===== src/rtl/tdma_pkg.sv =====
// Shared DMA command constants: command word width and default command FIFO depth.
// No logic; latency n/a; backpressure n/a.
package tdma_pkg;

    // 2 x 64-bit addresses, 8 x 32-bit fields, 5 x 32-bit control words
    localparam int unsigned TDMA_CMD_WIDTH  = 2*64 + 8*32 + 5*32;
    localparam int unsigned TDMA_FIFO_DEPTH = 8;

endpackage


===== src/rtl/tdma_cmd_fifo.sv =====
// Command FIFO between config interface and DMA frontend; optional checks via TDMA_FIFO_CHECKS_EN.
// Latency: 1 cycle push-to-data_o, 0 cycles into an empty FIFO when FALL_THROUGH=1.
// Backpressure: full_o drops pushes, empty_o drops pops, flush_i overrides both.
module tdma_cmd_fifo
    import tdma_pkg::*;
#(
    parameter bit          FALL_THROUGH = 1'b0,
    parameter int unsigned DATA_WIDTH   = 32,
    parameter int unsigned DEPTH        = TDMA_FIFO_DEPTH,
    parameter int unsigned THRESHOLD    = 1
) (
    input  logic                  clk_i,
    input  logic                  rst_ni,
    input  logic                  flush_i,
    input  logic                  testmode_i,
    output logic                  full_o,
    output logic                  empty_o,
    output logic                  threshold_o,
    input  logic [DATA_WIDTH-1:0] data_i,
    input  logic                  push_i,
    output logic [DATA_WIDTH-1:0] data_o,
    input  logic                  pop_i
);

    localparam int unsigned PTR_W = (DEPTH > 1) ? $clog2(DEPTH) : 1;
    localparam int unsigned CNT_W = $clog2(DEPTH) + 1;
    localparam logic [CNT_W-1:0] DEPTH_C = CNT_W'(DEPTH);
    localparam logic [CNT_W-1:0] THR_C   = CNT_W'(THRESHOLD);
    localparam logic [PTR_W-1:0] LAST_C  = PTR_W'(DEPTH - 1);

    logic [PTR_W-1:0]      wr_ptr_q, wr_ptr_d;
    logic [PTR_W-1:0]      rd_ptr_q, rd_ptr_d;
    logic [CNT_W-1:0]      count_q, count_d;
    logic [DATA_WIDTH-1:0] mem_q [DEPTH];
    logic [DATA_WIDTH-1:0] mem_d [DEPTH];

    logic count_zero, bypass, bypass_pop, push_acc, pop_acc, do_write, do_read;
    logic unused_testmode;

    assign unused_testmode = testmode_i;

    function automatic logic [PTR_W-1:0] ptr_inc(input logic [PTR_W-1:0] p);
        return (p == LAST_C) ? '0 : p + PTR_W'(1);
    endfunction

    assign count_zero  = (count_q == '0);
    assign bypass      = FALL_THROUGH && count_zero && push_i;
    assign full_o      = (count_q == DEPTH_C);
    assign threshold_o = (count_q >= THR_C);
    assign empty_o     = count_zero && !bypass;
    assign data_o      = bypass ? data_i : mem_q[rd_ptr_q];

    assign push_acc   = push_i && !full_o;
    assign pop_acc    = pop_i && !empty_o;
    // A word that enters and leaves an empty FIFO in one cycle never touches storage
    assign bypass_pop = bypass && pop_i;
    assign do_write   = push_acc && !bypass_pop;
    assign do_read    = pop_acc && !bypass_pop;

    always_comb begin
        wr_ptr_d = wr_ptr_q;
        rd_ptr_d = rd_ptr_q;
        count_d  = count_q;
        mem_d    = mem_q;
        if (flush_i) begin
            wr_ptr_d = '0;
            rd_ptr_d = '0;
            count_d  = '0;
        end else begin
            if (do_write) begin
                mem_d[wr_ptr_q] = data_i;
                wr_ptr_d        = ptr_inc(wr_ptr_q);
            end
            if (do_read) begin
                rd_ptr_d = ptr_inc(rd_ptr_q);
            end
            if (do_write && !do_read) begin
                count_d = count_q + CNT_W'(1);
            end else if (do_read && !do_write) begin
                count_d = count_q - CNT_W'(1);
            end
        end
    end

    always_ff @(posedge clk_i or negedge rst_ni) begin
        if (!rst_ni) begin
            wr_ptr_q <= '0;
            rd_ptr_q <= '0;
            count_q  <= '0;
            mem_q    <= '{default: '0};
        end else begin
            wr_ptr_q <= wr_ptr_d;
            rd_ptr_q <= rd_ptr_d;
            count_q  <= count_d;
            mem_q    <= mem_d;
        end
    end

`ifdef TDMA_FIFO_CHECKS_EN
    push_full_chk: assert property (@(posedge clk_i) disable iff (!rst_ni)
        !(push_i && full_o && !flush_i))
        else $error("tdma_cmd_fifo: push while full");

    pop_empty_chk: assert property (@(posedge clk_i) disable iff (!rst_ni)
        !(pop_i && empty_o))
        else $error("tdma_cmd_fifo: pop while empty");

    if (DEPTH < 1 || DEPTH > 127 || THRESHOLD > DEPTH) begin : g_bad_param
        $error("tdma_cmd_fifo: DEPTH must be 1..127 and THRESHOLD <= DEPTH");
    end
`endif

endmodule


===== config.mk =====
export PLATFORM = sky130hd
export DESIGN_NAME = tdma_cmd_fifo
export DESIGN_NICKNAME = d
export VERILOG_FILES = /design/src/rtl/tdma_pkg.sv /design/src/rtl/tdma_cmd_fifo.sv
export SDC_FILE = /design/constraint.sdc
export NUM_CORES = 1
export LEC_CHECK = 0
export BUFFER_PORTS_ARGS = -buffer_cell sky130_fd_sc_hd__buf_2
export CORE_MARGIN = 2
export CORE_UTILIZATION = 45
export DETAILED_ROUTE_END_ITERATION = 8
export SYNTH_ARGS = -nofsm -noshare
export SYNTH_HDL_FRONTEND = slang
export SYNTH_SLANG_ARGS = --single-unit

===== constraint.sdc =====
create_clock -name clk_i -period 2.1 [get_ports clk_i]
set_input_delay 0.105 -clock clk_i [delete_from_list [all_inputs] [get_ports clk_i]]
set_output_delay 0.105 -clock clk_i [all_outputs]
set_load 0.02 [all_outputs]

==> results.py, run 1 <==
metrics = {
    "clocking": {
        "cts_max_level": 1,
        "clockBufferDepth": 3,
        "cts_tree": "built",
        "cts.sinks": 266,
        "clkLatencyLatePin_ns": 0.54,
        "root_buffer": "clkbuf_16",
        "cts_buffers": 29,
        "cts.clk_slew.worst_paths_ns": 0.06,
    },
    "floorplan": {
        "placementRows": 61,
        "coreArea_mm2": 0.0280,
        "initial_core_util": 0.461,
        "die_y_um": 173,
        "die_w_um": 173,
        "dieArea_mm2": 0.0301,
        "ioPinCount": 73,
    },
    "pwr": {
        "power_density_mw_per_mm2": 1220,
        "p_leak_nw": 7.88,
        "total_power_w": 0.0196,
        "vdd_ir_drop_max_mv": 0.669,
    },
    "outcome": {
        "violations": "setup timing",
        "status": "finished with violations",
    },
    "placement": {
        "portBuffers": 71,
        "place_hpwl_um": 17300,
        "dp_slack_ns": -0.0861,
        "place_congestion": 0.726,
        "placed_cells": 1183,
    },
    "timing": {
        "rsz0062_at_grt": "yes",
        "max_slew_margin": 0.556,
        "min_period_ns": 2.36,
        "slew_viol_final": 0,
        "hold_viol": 0,
        "finalSetupViolCount": 32,
        "worst_slew_pin_slew_ns": 0.665,
        "setup_slack_ns": -0.263,
        "max_freq_mhz": 423,
        "fin_setup_tns_ns": -7.20,
        "min_period_over_period": 1.13,
        "skew_ns": 0.0152,
    },
    "layout": {
        "fin_cells": 1281,
        "num_antenna_cells": 0,
        "drive_above_1_share": 0.601,
        "nets": 927,
        "syn_to_final_growth_pct": 24.1,
        "post-route-util": 0.572,
    },
    "yosys": {
        "syn-num-nets": 781,
        "syn_area_mm2": 0.0129,
        "ys_seq_elements": 266,
        "synthCells": 735,
        "ys_top_cells_by_count": "dfrtp_1 (266), mux2_4 (150), mux2_2 (129)",
        "ys_seq_area_frac": 0.516,
        "avgSynthCellArea_um2": 17.6,
        "yosys.cell_count.top_type": "dfrtp_1",
        "yosysWarnings": 0,
        "synth.distinct_cells": 42,
        "synthDominantCellAreaShare": 0.516,
        "synth_ff_type": "dfrtp_1",
        "synth_area_leaders": "dfrtp_1 (52%), mux2_4 (17%), mux2_2 (11%)",
        "synth_edf_count": 0,
        "ys_async_sr_fraction": 1.00,
        "synth_top_area_cell": "dfrtp_1",
    },
    "setup_path": {
        "crit_path_frequent_cell": "buf_12",
        "worstPathRequired_ns": 2.00,
        "slowest_delay_ns": 0.50,
        "reg2reg_depth": 7,
        "r2r_start": "count_q[0]$_DFFE_PN0P_",
        "crit_type": "register to primary output",
        "setup.worst_path.end_class": "primary output",
        "critical_path.slowest_cell": "mux4_2",
        "cp_max_fo": 8,
        "timing.rr.end": "mem_q[92]$_DFFE_PN0P_",
        "startpoint": "rd_ptr_q[0]$_DFFE_PN0P_",
        "start_kind": "register",
        "endpoint": "data_o[31]",
        "crit_chain": "buf_12 > buf_12 > mux4_2 > mux2_4 > buf_6",
        "r2r_slack_ns": 0.10,
        "arrival_ns": 2.26,
    },
    "route": {
        "wl_per_cell_um": 22.0,
        "drt_iter0_drc": 347,
        "final_antenna_net_count": 0,
        "dr.pass1.iters": 4,
        "drc": 0,
        "viasPerCell": 5.40,
        "vias": 6917,
        "finalWirelength_um": 28100,
    },
    "global_routing": {
        "overflow": 0,
        "grt_pass1_wl_um": 45800,
        "grt_use_total": 0.192,
        "antenna_found_initial": 0,
        "grt_start_max_net_pins": 77,
        "grt_pass1_vias": 7953,
    },
    "worst_hold_path": {
        "hold_path.class": "input pin to register",
        "worstHoldPathCells": 4,
    },
    "run": {
        "drv_cap": 0,
    },
}
## worst max-delay path: cells and delay by family (launching register included)
family	cells	cell delay (ns)
buf+inv	3	0.48
flops	1	0.43
mux	2	0.81
## final cells by class
type,instances,area [µm²]
clock buffer,42,885
multi-input combinational,416,5930
tap,378,473
sequential,266,6660
inverter,4,15.0
timing repair buffer,164,1860
fill,2176,12000
clock inverter,11,193
## logic make-up after synthesis
| logic type | count (synthesis) | synth area share |
|---|---|---|
| XOR/XNOR | 2 | 0.00242 |
| buffers and inverters | 53 | 0.0315 |
| AND/OR/NAND/NOR | 36 | 0.0249 |
| AO/OA/AOI/OAI | 12 | 0.00620 |
| multiplexers | 358 | 0.411 |
| flip-flops | 266 | 0.516 |
| adder cells (fa/ha/maj) | 8 | 0.00776 |
## stage by stage
step	instance area [µm²]	hold WS [ns]
after floorplan	12900	-0.191
after global placement	14100	0.131
after detailed placement	14100	0.142
after CTS	15700	0.0103
after global routing	16000	0.0328
final	16000	0.0208
## worst min-delay path by stage
stage | startpoint | slack [ns] | end
6_report | pop_i | 0.02 | rd_ptr_q[0]$_DFFE_PN0P_
5_1_grt | pop_i | 0.03 | rd_ptr_q[0]$_DFFE_PN0P_
4_1_cts | pop_i | 0.01 | rd_ptr_q[0]$_DFFE_PN0P_
3_5_place_dp | rst_ni | 0.14 | count_q[1]$_DFFE_PN0P_
3_3_place_gp | rst_ni | 0.13 | count_q[1]$_DFFE_PN0P_
2_1_floorplan | rst_ni | -0.19 | count_q[0]$_DFFE_PN0P_
## what timing repair did
item | 4_1_cts | 5_1_grt
setup endpoints to repair | 61 | 49
hold endpoints to repair | 333 | 0
pin swaps | 0 | 0
gates cloned | 2 | 4
gates resized for setup | 35 | 55
hold buffers | 34 | 0
setup buffers | 5 | 1
## metal layers
metal | global-route usage | wire length [µm]
met2 | 0.331 | 14200
met4 | 0.0332 | 384
met1 | 0.263 | 12700
met5 | 0 | 0
met3 | 0.0268 | 813
## sequential cells by signal (all words and copies together), names as in the netlist
name      cells
rd_ptr_q      3
wr_ptr_q      3
count_q       4
mem_q       256
## where the power goes
group	leakage, nW	switching, W	internal, W
Sequential	3.52	0.000672	0.00642
Clock	0.526	0.00204	0.00353
Combinational	3.83	0.00274	0.00416
## cells in the final DEF, fill, tap and decap left out, types with 2 or more instances in the layout
master	n
bufinv_16	5
nand2_1	4
clkbuf_16	33
nor2b_1	2
buf_2	39
mux2_2	111
nor2_1	10
inv_1	4
o21ai_0	3
dfrtp_1	263
a21oi_1	3
mux2i_1	4
clkinv_4	2
nand4b_4	2
ha_1	8
buf_6	30
clkinvlp_4	2
dlygate4sd3_1	34
mux2_1	11
buf_4	22
mux2_4	168
clkbuf_8	11
clkinv_2	2
buf_12	31
clkbuf_1	2
nand3b_4	3
buf_16	3
dfrtp_2	2
mux4_2	64
nand3_4	2
Note: power is estimated with default switching activity, not from simulation.
==> run 2, diff against run 1 <==
==> constraint.sdc (replaced) <==
create_clock -name clk_i -period 2.7 [get_ports clk_i]
set_input_delay 0.135 -clock clk_i [delete_from_list [all_inputs] [get_ports clk_i]]
set_output_delay 0.135 -clock clk_i [all_outputs]
set_load 0.02 [all_outputs]
==> run 2 against run 1 <==
Net effect: the flow now finishes without violations; largest power group unchanged; cell count shrank 1.0%; sequential share of layout area grew 2.1 points; die area unchanged; clock power fell by 27%; wire length is 0.76% higher; sequential power fell by 21%; via count down 0.36%; worst setup slack improved by 0.43 ns; global-route usage grew 0.38 points; non-clock buffer count is 16 lower; design area decreased by 4.8%; critical path depth increased by 2.
==> results.py, run 2 (synthesis results as in run 1) <==
metrics = {
    "timing": {
        "max_freq_mhz": 394,
        "worst_slew_pin_slew_ns": 0.862,
        "fin_setup_tns_ns": 0,
        "min_period_over_period": 0.939,
        "skew_ns": 0.0186,
        "min_period_ns": 2.54,
        "max_slew_margin": 0.425,
        "hold_viol": 0,
        "slew_viol_final": 0,
        "rsz0062_at_grt": "no",
        "finalSetupViolCount": 0,
    },
    "global_routing": {
        "grt_start_max_net_pins": 107,
        "grt_pass1_vias": 8021,
        "grt_pass1_wl_um": 46700,
        "overflow": 0,
        "grt_use_total": 0.196,
        "antenna_found_initial": 0,
    },
    "layout": {
        "drive_above_1_share": 0.592,
        "nets": 912,
        "reg_top3": "mem_q (256), count_q (4)",
        "num-fill-cells": 2221,
        "largest_reg_flops": 256,
        "layout.cells.most_common": "dfrtp_1",
        "fin_cells": 1268,
        "most-common-layout-cells": "dfrtp_1 (263), mux2_4 (150), mux2_2 (129)",
        "regMostFlops": "mem_q",
        "syn_to_final_growth_pct": 18.1,
        "num_antenna_cells": 0,
        "stdcell_area_mm2": 0.0152,
    },
    "pwr": {
        "p_leak_nw": 7.52,
        "vdd_ir_drop_max_mv": 0.523,
        "power_density_mw_per_mm2": 918,
        "total_power_w": 0.0140,
    },
    "setup_path": {
        "crit_chain": "inv_1 > ha_1 > nand3b_4 > and2_4 > nand4b_4 > buf_4 > mux2_4",
        "critical_path_buf_inv_count": 2,
        "cp_max_fo": 13,
        "worstPathRequired_ns": 3.13,
        "crit_type": "register to register",
        "slowest_delay_ns": 0.53,
        "start_kind": "register",
        "crit_family": "simple AND/OR/NAND/NOR gates",
        "setup.worst_path.end_class": "register",
        "critical_path.slowest_cell": "dfrtp_1",
        "arrival_ns": 2.97,
    },
    "floorplan": {
        "initial_core_util": 0.461,
        "die_w_um": 173,
        "die_y_um": 173,
        "dieArea_mm2": 0.0301,
        "placementRows": 61,
        "ioPinCount": 73,
        "coreArea_mm2": 0.0280,
    },
    "clocking": {
        "cts_buffers": 30,
        "clockBufferDepth": 3,
        "cts_tree": "built",
        "cts_max_level": 1,
        "root_buffer": "clkbuf_16",
        "clkLatencyLatePin_ns": 0.55,
        "cts.sinks": 266,
        "cts.clk_slew.worst_paths_ns": 0.06,
    },
    "route": {
        "vias": 6892,
        "drt_iter0_drc": 324,
        "wl_per_cell_um": 22.4,
        "finalWirelength_um": 28300,
        "dr.pass1.iters": 4,
        "drc": 0,
        "viasPerCell": 5.44,
        "final_antenna_net_count": 0,
    },
    "placement": {
        "place_congestion": 0.780,
        "post_dp_cell_area_mm2": 0.0138,
        "portBuffers": 71,
        "place_hpwl_um": 17300,
        "placed_cells": 1173,
    },
    "worst_hold_path": {
        "hold_path.class": "input pin to register",
    },
    "outcome": {
        "status": "completed",
    },
    "run": {
        "drv_cap": 0,
    },
}
## run 2: cell count changes in the layout (fill, tap and decap cells not counted), moves of 9 or more
| cell | change |
|---|---|
| buf_2 | +31 |
| buf_6 | -30 |
| mux2_2 | +18 |
| mux2_4 | -18 |
| buf_12 | -15 |
| clkinv_2 | +9 |
## run 2: where the power goes
group          internal, W  switching, W  leakage, nW
clock              0.00245       0.00164        0.504
combinational      0.00244       0.00187         3.50
sequential         0.00499      0.000613         3.52
total              0.00987       0.00412         7.52
## run 2: worst paths after layout
path                                                to  slack (ns)              startpoint  cells after the start
worst max-delay path            mem_q[103]$_DFFE_PN0P_        0.16  count_q[1]$_DFFE_PN0P_                      7
worst min-delay path            count_q[1]$_DFFE_PN0P_        0.05                  push_i                      3
worst max register to register  mem_q[103]$_DFFE_PN0P_        0.16  count_q[1]$_DFFE_PN0P_                      7
worst min register to register  mem_q[200]$_DFFE_PN0P_        0.49  mem_q[200]$_DFFE_PN0P_                      1
max in group asynchronous        mem_q[55]$_DFFE_PN0P_        1.57                  rst_ni                      3
min in group asynchronous        mem_q[71]$_DFFE_PN0P_        0.22                  rst_ni                      2
## run 2: per-stage QoR
step | worst slack, ns | util | hold slack [ns]
after floorplan | 0.475 | - | -0.161
after global placement | 0.302 | 0.494 | 0.232
after detailed placement | 0.176 | 0.494 | 0.254
after CTS | 0.0203 | 0.543 | 0.0252
after global routing | 0.0216 | 0.544 | 0.0506
final | 0.164 | 0.544 | 0.0507
## run 2: repair_timing
action,4_1_cts,5_1_grt
endpoints found under the hold margin,363,0
resized for setup,1,0
setup buffers,1,4
hold buffers,34,0
setup endpoints to repair,25,3
## run 2: worst register-to-register path, cell delays in order (launching register included)
cell and delay [ns]:
dfrtp_1 0.53, inv_1 0.14, ha_1 0.30, nand3b_4 0.14, and2_4 0.23, nand4b_4 0.42, buf_4 0.37, mux2_4 0.31
## run 2: layer usage
| metal | track usage | wire length [µm] | share of wire |
|---|---|---|---|
| met4 | 0.0381 | 452 | 0.016 |
| met1 | 0.266 | 12700 | 0.45 |
| met2 | 0.337 | 14200 | 0.50 |
| met5 | 0 | 0 | 0 |
| met3 | 0.0281 | 961 | 0.034 |
## run 2: layout make-up
type	count	area [µm²]	area share
tap	378	473	0.0310
clock inverter	16	139	0.00911
clock buffer	40	870	0.0571
inverter	4	15.0	0.000985
sequential	266	6670	0.437
timing repair buffer	148	1240	0.0811
multi-input combinational	416	5840	0.383
==> run 3, diff against run 2 <==
--- a/config.mk
+++ b/config.mk
@@ -5,10 +5,12 @@
 export SDC_FILE = /design/constraint.sdc
 export NUM_CORES = 1
 export LEC_CHECK = 0
+export ABC_AREA = 1
 export BUFFER_PORTS_ARGS = -buffer_cell sky130_fd_sc_hd__buf_2
 export CORE_MARGIN = 2
 export CORE_UTILIZATION = 45
 export DETAILED_ROUTE_END_ITERATION = 8
+export SLEW_MARGIN = 20
 export SYNTH_ARGS = -nofsm -noshare
 export SYNTH_HDL_FRONTEND = slang
 export SYNTH_SLANG_ARGS = --single-unit
==> run 3 against run 2 <==
Net effect: worst setup slack better by 0.046 ns; sequential power grew 3%; sequential share of layout area grew 2.4 points; via count grew 42%; synthesized cell count increased by 99%; core utilization is 2.2 points lower; clock power decreased by 7.8%; register-to-register slack gained 0.39 ns; cell count increased by 51%; clock skew is 0.0013 ns lower; sequential cell count did not move; synthesized area decreased by 2.5%; largest power group unchanged.
==> results.py, run 3 <==
metrics = {
    "yosys": {
        "synth_top_area_cell": "dfrtp_1",
        "yosysWarnings": 0,
        "synth.distinct_cells": 28,
        "ys_top_cells_by_count": "dfrtp_1 (266), o21ai_0 (245), nand2_1 (193)",
        "avgSynthCellArea_um2": 8.62,
        "ys_seq_elements": 266,
        "syn-num-nets": 1505,
        "syn_area_mm2": 0.0126,
        "synth_ff_type": "dfrtp_1",
        "ys_async_sr_fraction": 1.00,
        "synth_edf_count": 0,
        "synth_area_leaders": "dfrtp_1 (53%), o21ai_0 (9.7%), a21oi_1 (7.6%)",
        "synthDominantCellAreaShare": 0.529,
        "synthCells": 1459,
        "ys_seq_area_frac": 0.529,
        "yosys.cell_count.top_type": "dfrtp_1",
    },
    "route": {
        "drt_iter0_drc": 587,
        "viasPerCell": 5.10,
        "vias": 9795,
        "wl_per_cell_um": 15.6,
        "dr.pass1.iters": 5,
        "finalWirelength_um": 29900,
        "drc": 0,
        "final_antenna_net_count": 0,
    },
    "layout": {
        "layout.cells.most_common": "dfrtp_1",
        "stdcell_area_mm2": 0.0144,
        "reg_top3": "mem_q (256), count_q (4)",
        "largest_reg_flops": 256,
        "nets": 1568,
        "syn_to_final_growth_pct": 14.8,
        "drive_above_1_share": 0.117,
        "regMostFlops": "mem_q",
        "post-route-util": 0.523,
        "most-common-layout-cells": "dfrtp_1 (264), o21ai_0 (245), nand2_1 (193)",
    },
    "floorplan": {
        "ioPinCount": 73,
        "coreArea_mm2": 0.0276,
        "die_y_um": 171,
        "placementRows": 61,
        "initial_core_util": 0.455,
        "die_w_um": 171,
        "dieArea_mm2": 0.0293,
    },
    "pwr": {
        "vdd_ir_drop_max_mv": 0.781,
        "p_leak_nw": 6.67,
        "total_power_w": 0.0151,
        "power_density_mw_per_mm2": 1040,
    },
    "global_routing": {
        "antenna_found_initial": 1,
        "grt_start_max_net_pins": 163,
        "grt_pass1_wl_um": 49400,
        "grt_use_total": 0.212,
        "overflow": 0,
        "grt_pass1_vias": 9509,
    },
    "clocking": {
        "cts_tree": "built",
        "cts.clk_slew.worst_paths_ns": 0.06,
        "root_buffer": "clkbuf_16",
        "clockBufferDepth": 3,
        "clkLatencyLatePin_ns": 0.54,
        "cts_max_level": 1,
        "cts.sinks": 266,
        "cts_buffers": 29,
    },
    "setup_path": {
        "r2r_slack_ns": 0.55,
        "timing.rr.end": "mem_q[208]$_DFFE_PN0P_",
        "reg2reg_depth": 9,
        "r2r_start": "count_q[0]$_DFFE_PN0P_",
        "arrival_ns": 2.36,
        "start_kind": "register",
        "setup.worst_path.end_class": "primary output",
        "cp_max_fo": 162,
        "crit_type": "register to primary output",
        "worstPathRequired_ns": 2.57,
    },
    "timing": {
        "min_period_ns": 2.49,
        "finalSetupViolCount": 0,
        "min_period_over_period": 0.922,
        "max_slew_margin": 0.502,
        "slew_viol_final": 0,
        "skew_ns": 0.0173,
        "worst_slew_pin_slew_ns": 0.747,
        "fin_setup_tns_ns": 0,
        "max_freq_mhz": 402,
        "rsz0062_at_grt": "no",
        "hold_viol": 0,
    },
    "worst_hold_path": {
        "hold_path.class": "input pin to register",
        "min-delay-start": "push_i",
        "worstHoldPathCells": 4,
        "holdPathEnd": "wr_ptr_q[0]$_DFFE_PN0P_",
    },
    "outcome": {
        "status": "completed",
    },
    "placement": {
        "post_dp_cell_area_mm2": 0.0132,
        "place_congestion": 0.771,
        "portBuffers": 71,
        "place_hpwl_um": 17000,
    },
    "run": {
        "drv_cap": 0,
    },
}
run 3: cell count changes in the layout (fill, tap and decap cells not counted), moves of 43 or more:
cell	before	now
mux2_4	150	0
mux2_2	129	0
a21oi_1	3	191
o21ai_1	0	56
nand2_1	4	193
nor2_1	10	134
nand3_1	0	43
inv_1	4	140
mux4_2	64	0
o21ai_0	3	245
run 3: metrics by stage:
step                      hold slack (ns)  setup WS, ns  cells
after floorplan                    -0.161         0.910   1459
after global placement              0.197         0.585   1834
after detailed placement            0.210         0.522   1834
after CTS                         0.00390         0.282   1919
after global routing               0.0872         0.145   1919
final                              0.0150         0.210   1920
run 3: layout make-up:
type	instances	area [µm²]
clock inverter	2	35.0
multi-input combinational	951	4780
fill	2686	13200
sequential	266	6660
timing repair buffer	130	1070
inverter	144	548
antenna	1	2.50
clock buffer	48	867
tap	378	473
run 3: cell families (layout without fill, tap and decap cells):
kind of cell / Yosys count / in the layout / share of synthesized area
compound gates: 554 / 554 / 0.236
simple gates: 387 / 387 / 0.135
flops: 266 / 266 / 0.529
buf+inv: 242 / 324 / 0.0911
fa+ha+maj: 8 / 8 / 0.00796
xor+xnor: 2 / 2 / 0.00139
other cells: 0 / 1 / 0
run 3: metal layers:
metal,vias to the layer above,global-route usage,part of all wire
li1,4935,-,-
met1,4664,0.296,0.48
met2,168,0.360,0.47
met3,28,0.0272,0.041
met4,0,0.0409,0.011
met5,-,0,0
run 3: critical path, cell delays in order (launching register included):
cell and delay, ns:
dfrtp_4 0.43, buf_12 0.43, o21ai_0 0.19, o21ai_0 0.25, o21a_1 0.16, buf_2 0.16
run 3: worst max-delay path by stage:
stage / start / endpoint / slack, ns / cells past startpoint
after floorplan: count_q[0]$_DFFE_PN0P_ / mem_q[43]$_DFFE_PN0P_ / 0.91 / 10
after global placement: count_q[0]$_DFFE_PN0P_ / mem_q[195]$_DFFE_PN0P_ / 0.58 / 9
after detailed placement: count_q[0]$_DFFE_PN0P_ / mem_q[152]$_DFFE_PN0P_ / 0.52 / 10
after CTS: rd_ptr_q[0]$_DFFE_PN0P_ / data_o[31] / 0.28 / 5
after global routing: rd_ptr_q[0]$_DFFE_PN0P_ / data_o[19] / 0.14 / 5
final: rd_ptr_q[0]$_DFFE_PN0P_ / data_o[29] / 0.21 / 5
run 3: timing repair:
action	4_1_cts	5_1_grt
hold buffers	35	0
gates resized for setup	0	0
endpoints found under the hold margin	315	0
setup buffers	0	0
run 3: report_power, final:
part           internal [W]  switching (W)
registers           0.00526       0.000501
clock network       0.00225        0.00152
logic               0.00205        0.00349
total               0.00956        0.00551
